--- src/rtl/tmds_encoder_multi.sv ---
// tmds_encoder_multi
//   Pipelined DVI TMDS 8b/10b encoder for NUM_CH independent colour channels
//   sharing one data-enable. Latency is two pixel clocks with no stalls.
//   Each channel keeps its own running-disparity counter. During blanking,
//   each channel emits the DVI control token selected by its own 2-bit ctrl.
//
// Ports
//   clk    in   pixel clock, rising edge
//   rst_n  in   asynchronous active-low reset
//   de     in   1 = active video, 0 = blanking/control
//   data   in   DW*NUM_CH  pixel components, channel k at data[8k+7:8k]
//   ctrl   in   2*NUM_CH   {c1,c0} per channel, channel k at ctrl[2k+1:2k]
//   tmds   out  10*NUM_CH  10-bit symbols, channel k at tmds[10k+9:10k]
//
// Pipeline
//   stage 1: transition-minimised q_m, with de/ctrl delayed alongside
//   stage 2: DC-balanced symbol or control token, plus the disparity update

module tmds_encoder_multi #(
  parameter int NUM_CH = 3,
  parameter int DW     = 8
) (
  input  logic                   clk,
  input  logic                   rst_n,
  input  logic                   de,
  input  logic [DW*NUM_CH-1:0]   data,
  input  logic [2*NUM_CH-1:0]    ctrl,
  output logic [10*NUM_CH-1:0]   tmds
);

  if (DW != 8) begin : g_dw_check
    $error("tmds_encoder_multi: DW must be 8");
  end

  localparam logic [9:0] TOKEN_00 = 10'h354;
  localparam logic [9:0] TOKEN_01 = 10'h0AB;
  localparam logic [9:0] TOKEN_10 = 10'h154;
  localparam logic [9:0] TOKEN_11 = 10'h2AB;

  function automatic logic [3:0] popcount8(input logic [7:0] v);
    logic [3:0] s;
    s = '0;
    for (int i = 0; i < 8; i++) s = s + {3'b000, v[i]};
    return s;
  endfunction

  // Choose whichever chain (XOR or XNOR) gives fewer transitions.
  // q_m[8] records the choice so the receiver can undo it.
  function automatic logic [8:0] stage1_qm(input logic [7:0] d);
    logic [3:0] n1;
    logic       use_xnor;
    logic [8:0] q;
    n1       = popcount8(d);
    use_xnor = (n1 > 4'd4) || ((n1 == 4'd4) && !d[0]);
    q        = '0;
    q[0]     = d[0];
    for (int i = 1; i < 8; i++)
      q[i] = use_xnor ? ~(q[i-1] ^ d[i]) : (q[i-1] ^ d[i]);
    q[8] = ~use_xnor;
    return q;
  endfunction

  // The result packs {cnt_next[4:0], symbol[9:0]}. The arithmetic is 5-bit
  // two's complement. The encoding keeps |cnt| <= 10, so wrap-around never
  // happens.
  function automatic logic [14:0] stage2(input logic [8:0]        qm,
                                         input logic signed [4:0] cnt);
    logic [3:0]        n1;
    logic signed [5:0] diff6;
    logic signed [4:0] diff;     // N1 - N0 = 2*N1 - 8
    logic [9:0]        sym;
    logic signed [4:0] c;
    n1    = popcount8(qm[7:0]);
    diff6 = $signed({1'b0, n1, 1'b0}) - 6'sd8;
    diff  = diff6[4:0];
    if ((cnt == 5'sd0) || (n1 == 4'd4)) begin
      sym = {~qm[8], qm[8], (qm[8] ? qm[7:0] : ~qm[7:0])};
      c   = qm[8] ? (cnt + diff) : (cnt - diff);
    end else if ((!cnt[4] && (n1 > 4'd4)) || (cnt[4] && (n1 < 4'd4))) begin
      // Running disparity and word disparity have the same sign: invert.
      sym = {1'b1, qm[8], ~qm[7:0]};
      c   = cnt + $signed({3'b000, qm[8], 1'b0}) - diff;
    end else begin
      sym = {1'b0, qm[8], qm[7:0]};
      c   = cnt - $signed({3'b000, ~qm[8], 1'b0}) + diff;
    end
    return {c, sym};
  endfunction

  function automatic logic [9:0] token(input logic [1:0] c);
    case (c)
      2'b00:   return TOKEN_00;
      2'b01:   return TOKEN_01;
      2'b10:   return TOKEN_10;
      default: return TOKEN_11;
    endcase
  endfunction

  // Pipeline state
  logic                   de_s1;
  logic [2*NUM_CH-1:0]    ctrl_s1;
  logic [9*NUM_CH-1:0]    qm_s1;
  logic [10*NUM_CH-1:0]   tmds_reg;
  logic [5*NUM_CH-1:0]    cnt_reg;

  logic [9*NUM_CH-1:0]    qm_next;
  logic [15*NUM_CH-1:0]   s2_res;
  logic [10*NUM_CH-1:0]   tmds_next;
  logic [5*NUM_CH-1:0]    cnt_next;

  for (genvar gi = 0; gi < NUM_CH; gi++) begin : g_ch
    assign qm_next[9*gi +: 9]  = stage1_qm(data[DW*gi +: 8]);
    assign s2_res[15*gi +: 15] = stage2(qm_s1[9*gi +: 9], cnt_reg[5*gi +: 5]);
    // Stage 2 selects on the delayed de, so garbage in q_m during blanking
    // never reaches the symbol or the disparity counter.
    assign tmds_next[10*gi +: 10] = de_s1 ? s2_res[15*gi +: 10]
                                          : token(ctrl_s1[2*gi +: 2]);
    assign cnt_next[5*gi +: 5]    = de_s1 ? s2_res[15*gi + 10 +: 5] : 5'd0;
  end

  always_ff @(posedge clk or negedge rst_n) begin
    if (!rst_n) begin
      de_s1    <= 1'b0;
      ctrl_s1  <= '0;
      qm_s1    <= '0;
      tmds_reg <= {NUM_CH{TOKEN_00}};
      cnt_reg  <= '0;
    end else begin
      de_s1    <= de;
      ctrl_s1  <= ctrl;
      qm_s1    <= qm_next;
      tmds_reg <= tmds_next;
      cnt_reg  <= cnt_next;
    end
  end

  assign tmds = tmds_reg;

endmodule
--- config.mk ---
export PLATFORM = sky130hd
export DESIGN_NAME = tmds_encoder_multi
export DESIGN_NICKNAME = d
export VERILOG_FILES = /design/src/rtl/tmds_encoder_multi.sv
export SDC_FILE = /design/constraint.sdc
export NUM_CORES = 1
export LEC_CHECK = 0
export CORE_ASPECT_RATIO = 1.25
export CORE_MARGIN = 1
export CORE_UTILIZATION = 55
export DETAILED_ROUTE_END_ITERATION = 8
export PLACE_DENSITY = 0.78
export SYNTH_ARGS = -nofsm -noshare
export SYNTH_HDL_FRONTEND = slang
export SYNTH_SLANG_ARGS = --single-unit
--- constraint.sdc ---
create_clock -name clk -period 5.82 [get_ports clk]
set_input_delay 0.582 -clock clk [delete_from_list [all_inputs] [get_ports clk]]
set_output_delay 0.582 -clock clk [all_outputs]
set_load 0.02 [all_outputs]
# After elaboration in Yosys (flattened, before gate mapping)
# Index checks and enable logic that the tools add are counted.
# totals
wordCells,218
register_bits,79
latch_bits,0
ramBits,0
input_bits,33
mem_count,0
rom_bits,0
# classes
n_lt_le_gt_ge,9
shift,0
n_mux,48
n_mul,0
bitwise,51
n_addsub,63
div,0
n_eq_ne,12
reduce_logical,30
# ops
operator,n
4-bit by 1-bit adder with 4-bit output,24
10-bit two-way mux,9
10-bit case mux with 3 select lines,3
5-bit two-way mux,12
5-bit adder,6
5-bit subtractor,6
1-bit NOT,27
3-bit by 1-bit adder with 4-bit output,6
4-bit by 3-bit equality test with 1-bit output (second input constant),6
4-bit by 3-bit greater-than comparator with 1-bit output (second input constant),6
8-bit two-way mux,3
8-bit NOT,3
1-bit two-way mux,21
1-bit bitwise XOR,21
2-bit by 1-bit adder with 3-bit output,6
5-bit by 3-bit adder with 5-bit output,3
5-bit logical NOT,3
5-bit by 3-bit subtractor with 5-bit output,3
5-bit by 4-bit subtractor with 5-bit output (second input constant),3
1-bit by 1-bit adder with 2-bit output,6
4-bit by 3-bit < comparator with 1-bit output (second input constant),3
1-bit logical AND,9
1-bit logical OR,9
2-bit by 1-bit equality test with 1-bit output (second input constant),3
3 further kinds,12

# Longest topological paths before layout
# depth
ltp_word,29
ltp_mapped,17

# Least setup slack after synthesis
# OpenSTA, ideal clock, no wires.
# synth_timing
path_kind,register to register
startpoint,register qm_s1[18]
endpoint,register tmds_reg[27] (netlist: tmds[27])
synth_period_minus_slack_ns,4.408
path_stages_with_launch,17
path_buffers,1
arrival_ns,4.265
setup_slack_ns,1.412
required_ns,5.677
cell_sequence,dfrtp_1 -> fa_1 -> inv_1 -> fa_1 -> fa_1 -> inv_1 -> ha_1 -> fa_1 -> xor2_1 -> inv_1 -> ha_1 -> and2_0 -> a211o_1 -> mux2_2 -> buf_6 -> xnor2_1 -> a21oi_1
# synth_via
elab_chain_len,13
word_cells_on_any_way,17
classes_between,add/sub (7); order compare (2); eq/ne (1); mux (3); reduce/logical (4)
# synth_lines
element,line,source
start: declaration,102,logic [9*NUM_CH-1:0] qm_s1;
start signal: assignment,131,qm_s1 <= qm_next;
1-bit by 1-bit adder with 2-bit output *,43,"for (int i = 0; i < 8; i++) s = s + {3'b000, v[i]};"
2-bit by 1-bit adder with 3-bit output *,43,
3-bit by 1-bit adder with 4-bit output *,43,
4-bit by 1-bit adder with 4-bit output * (4 in a row),43,
4-bit by 3-bit greater-than comparator with 1-bit output / 4-bit by 3-bit < comparator with 1-bit output (equally long branches),79,end else if ((!cnt[4] && (n1 > 4'd4)) || (cnt[4] && (n1 < 4'd4))) begin
1-bit logical AND,79,
1-bit logical OR,79,
10-bit two-way mux,79,
10-bit two-way mux *,76,if ((cnt == 5'sd0) || (n1 == 4'd4)) begin
10-bit two-way mux *,116,assign tmds_next[10*gi +: 10] = de_s1 ? s2_res[15*gi +: 10]
named net tmds_next[27],108,logic [10*NUM_CH-1:0] tmds_next;
end signal: assignment,126,tmds_reg <= {NUM_CH{TOKEN_00}};
end signal: assignment,132,tmds_reg <= tmds_next;
end: declaration,103,logic [10*NUM_CH-1:0] tmds_reg;
# The timed path passes the listed nets; every way through them passes the cells marked *.

# Final worst setup path
# layout_timing
startpoint,register qm_s1[18]
endpoint,register tmds_reg[26] (netlist: tmds[26])
# The elaborated chain is that of the path after synthesis.

==> impl_metrics.ini <==
[outcome]
outcome = finished, final reports clean

[synth]
ys_dominant_reg_cell = dfrtp_1
synth_top_area_share_pct = 25.78
synth_area_leaders = dfrtp_1 26%, ha_1 16%, fa_1 13%
synth.distinct_cells = 42
synth_edf_count = 0
yosysMostFrequentCell = inv_1
synth-seq-area-share_pct = 32.44
syn_area_um2 = 5921
ys_async_sr_fraction_pct = 100.0
ys_seq_elements = 76
avgSynthCellArea_um2 = 10.57
synthesis.nets = 707
yosysWarnings = 0
syn-instance-count = 560
yosysTopAreaCell = dfrtp_1
synth_common_cells = 118 x inv_1, 75 x ha_1, 61 x dfrtp_1

[clock_network]
cts_tree = done
hold_buffers = 0
clk_latency_ns = 0.34
cts_resized = 0
cts-buffers-inserted = 9
htreeDepth = 3
cts_root_buf = clkbuf_16
clock-sinks = 76
clk_path_buf_depth = 2
path_clk_slew_ns = 0.06
postCtsSetupBuffers = 0

[setup_path]
crit_arrival_ns = 4.98
crit_required_ns = 6.09
crit_fanout = 9
worst_setup_path_end_kind = flip-flop
r2r_slack_ns = 1.10
slowest_delay_ns = 0.53
path_class = reg -> reg
startpoint_type = flip-flop
path_cells = fa_1 -> inv_1 -> fa_1 -> fa_1 -> inv_1 -> ha_1 -> fa_1 -> xor2_1 -> inv_1 -> ha_1 -> and2_0 -> a211o_1 -> mux2_2 -> xnor2_1 -> a21oi_1
crit_path_frequent_cell = fa_1
r2r_cells = 15
crit_slowest_cell = fa_1

[floorplan]
die_area_um2 = 11190
die_h_um = 118
rows = 42
die_w_um = 94.80
start_util_pct = 56.33
core_area_um2 = 10510
ios = 63

[global_route]
grt.overflow.total = 0
grt_pass1_vias = 4269
grt_max_degree = 77
grt_usage_pct = 21.86
grt_first_pass_wirelength_mm = 18.86
grt_antenna_before_repair = 0

[routing]
avgRoutedWirePerCell_um = 14.08
dr.pass1.iters = 4
dr_total_vias = 3893
ant_nets = 0
drc = 0
dr.first_iter.drc_count = 96
via_per_inst = 5.089
wirelength_mm = 10.77

[sta]
finClkSkew_ns = 0.006932
rsz0062_at_grt = no
relSlewSlack_pct = 38.08
setup_viol_count_final = 0
tightest_slew_ns = 0.9288
timing.fmax_ghz = 0.2119
tns_ns = 0
period_share_pct = 81.08
drv_slew = 0
fin_crit_ns = 4.719
hold_violations = 0

[cells_and_area]
fin_nets = 775
insertedDiodeCount = 0
fillers = 825
area_delta_synth_final_pct = 18.07
regArea_um2 = 1921
drive_above_1_share_pct = 7.425
largest_reg_flops = 30
multiInputGateArea_um2 = 3527

[placement]
dpl.hpwl_mm = 8.607
numPortBuffers = 62
gp_congestion = 0.8409

[run]
cap_violations = 0

[min_path]
min_path_type = in -> async
## cells in the final DEF (no fill, tap or decap), drive strengths merged, types with 10 or more instances in the layout
master	Yosys	final
inv	118	118
ha	75	75
dfrtp	61	61
clkdlybuf4s50	0	61
xnor2	60	60
a21oi	52	52
fa	39	39
xor2	24	24
nor2	23	23
dfstp	15	15
nand2	11	11
a21o	10	10
clkbuf	3	10
mux2i	10	10
## layout make-up
| type | count | share of cell area [%] |
|---|---|---|
| Sequential cell | 76 | 27.47 |
| Multi-Input combinational cell | 360 | 50.46 |
| Timing Repair Buffer | 63 | 8.949 |
| Clock inverter | 6 | 1.146 |
| Tap cell | 132 | 2.363 |
| Inverter | 118 | 6.336 |
| Clock buffer | 10 | 3.275 |
## layer usage
layer,track usage [%],routed length (um),vias up
met5,0,0,-
met4,9.280,254,0
met3,2.713,283,20
met2,40.11,5883,71
met1,24.78,4351,1886
li1,-,-,1916
## through the flow
stage,worst slack [ns],cell area (um2),hold slack [ns],util [%],instances
floorplan,1.412,5921,0.2864,-,560
CTS,1.078,6990,0.4279,66.51,765
detailed placement,1.094,6681,0.5422,63.57,749
finish,1.101,6990,0.3776,66.51,765
global placement,1.177,6681,0.5301,63.57,749
global route,0.8326,6990,0.4648,66.51,765
## path summary, 6_finish.rpt
check,startpoint,end
max,qm_s1[18],tmds[26]
min,rst_n,qm_s1[16]
max reg2reg,qm_s1[18],tmds[26]
min reg2reg,qm_s1[4],tmds[4]
max in group asynchronous,rst_n,cnt_reg[6]
min in group clk,qm_s1[4],tmds[4]
## kinds of logic (layout without fill, tap and decap cells)
family / after synthesis / after routing / synth area share [%]
adder cells (fa/ha/maj): 114 / 114 / 29.04
flip-flops: 76 / 76 / 32.44
multiplexers: 12 / 12 / 2.494
XOR/XNOR: 85 / 85 / 13.19
AO/OA/AOI/OAI: 85 / 85 / 8.812
buffers and inverters: 124 / 197 / 7.988
AND/OR/NAND/NOR: 64 / 64 / 6.044
## critical path, delay by kind of cell, from the launching register on
family / cells / cell delay [ns]
adders and majority gates: 6 / 2.32
buffers and inverters: 3 / 0.18
xor gates and xnor gates: 2 / 0.62
AOI/OAI and AO/OA: 2 / 0.55
muxes: 1 / 0.42
and+or+nand+nor: 1 / 0.13
DFF: 1 / 0.40
Power is not shown: default switching activity piles up to over one toggle a cycle in this logic, so the estimate is an artifact.
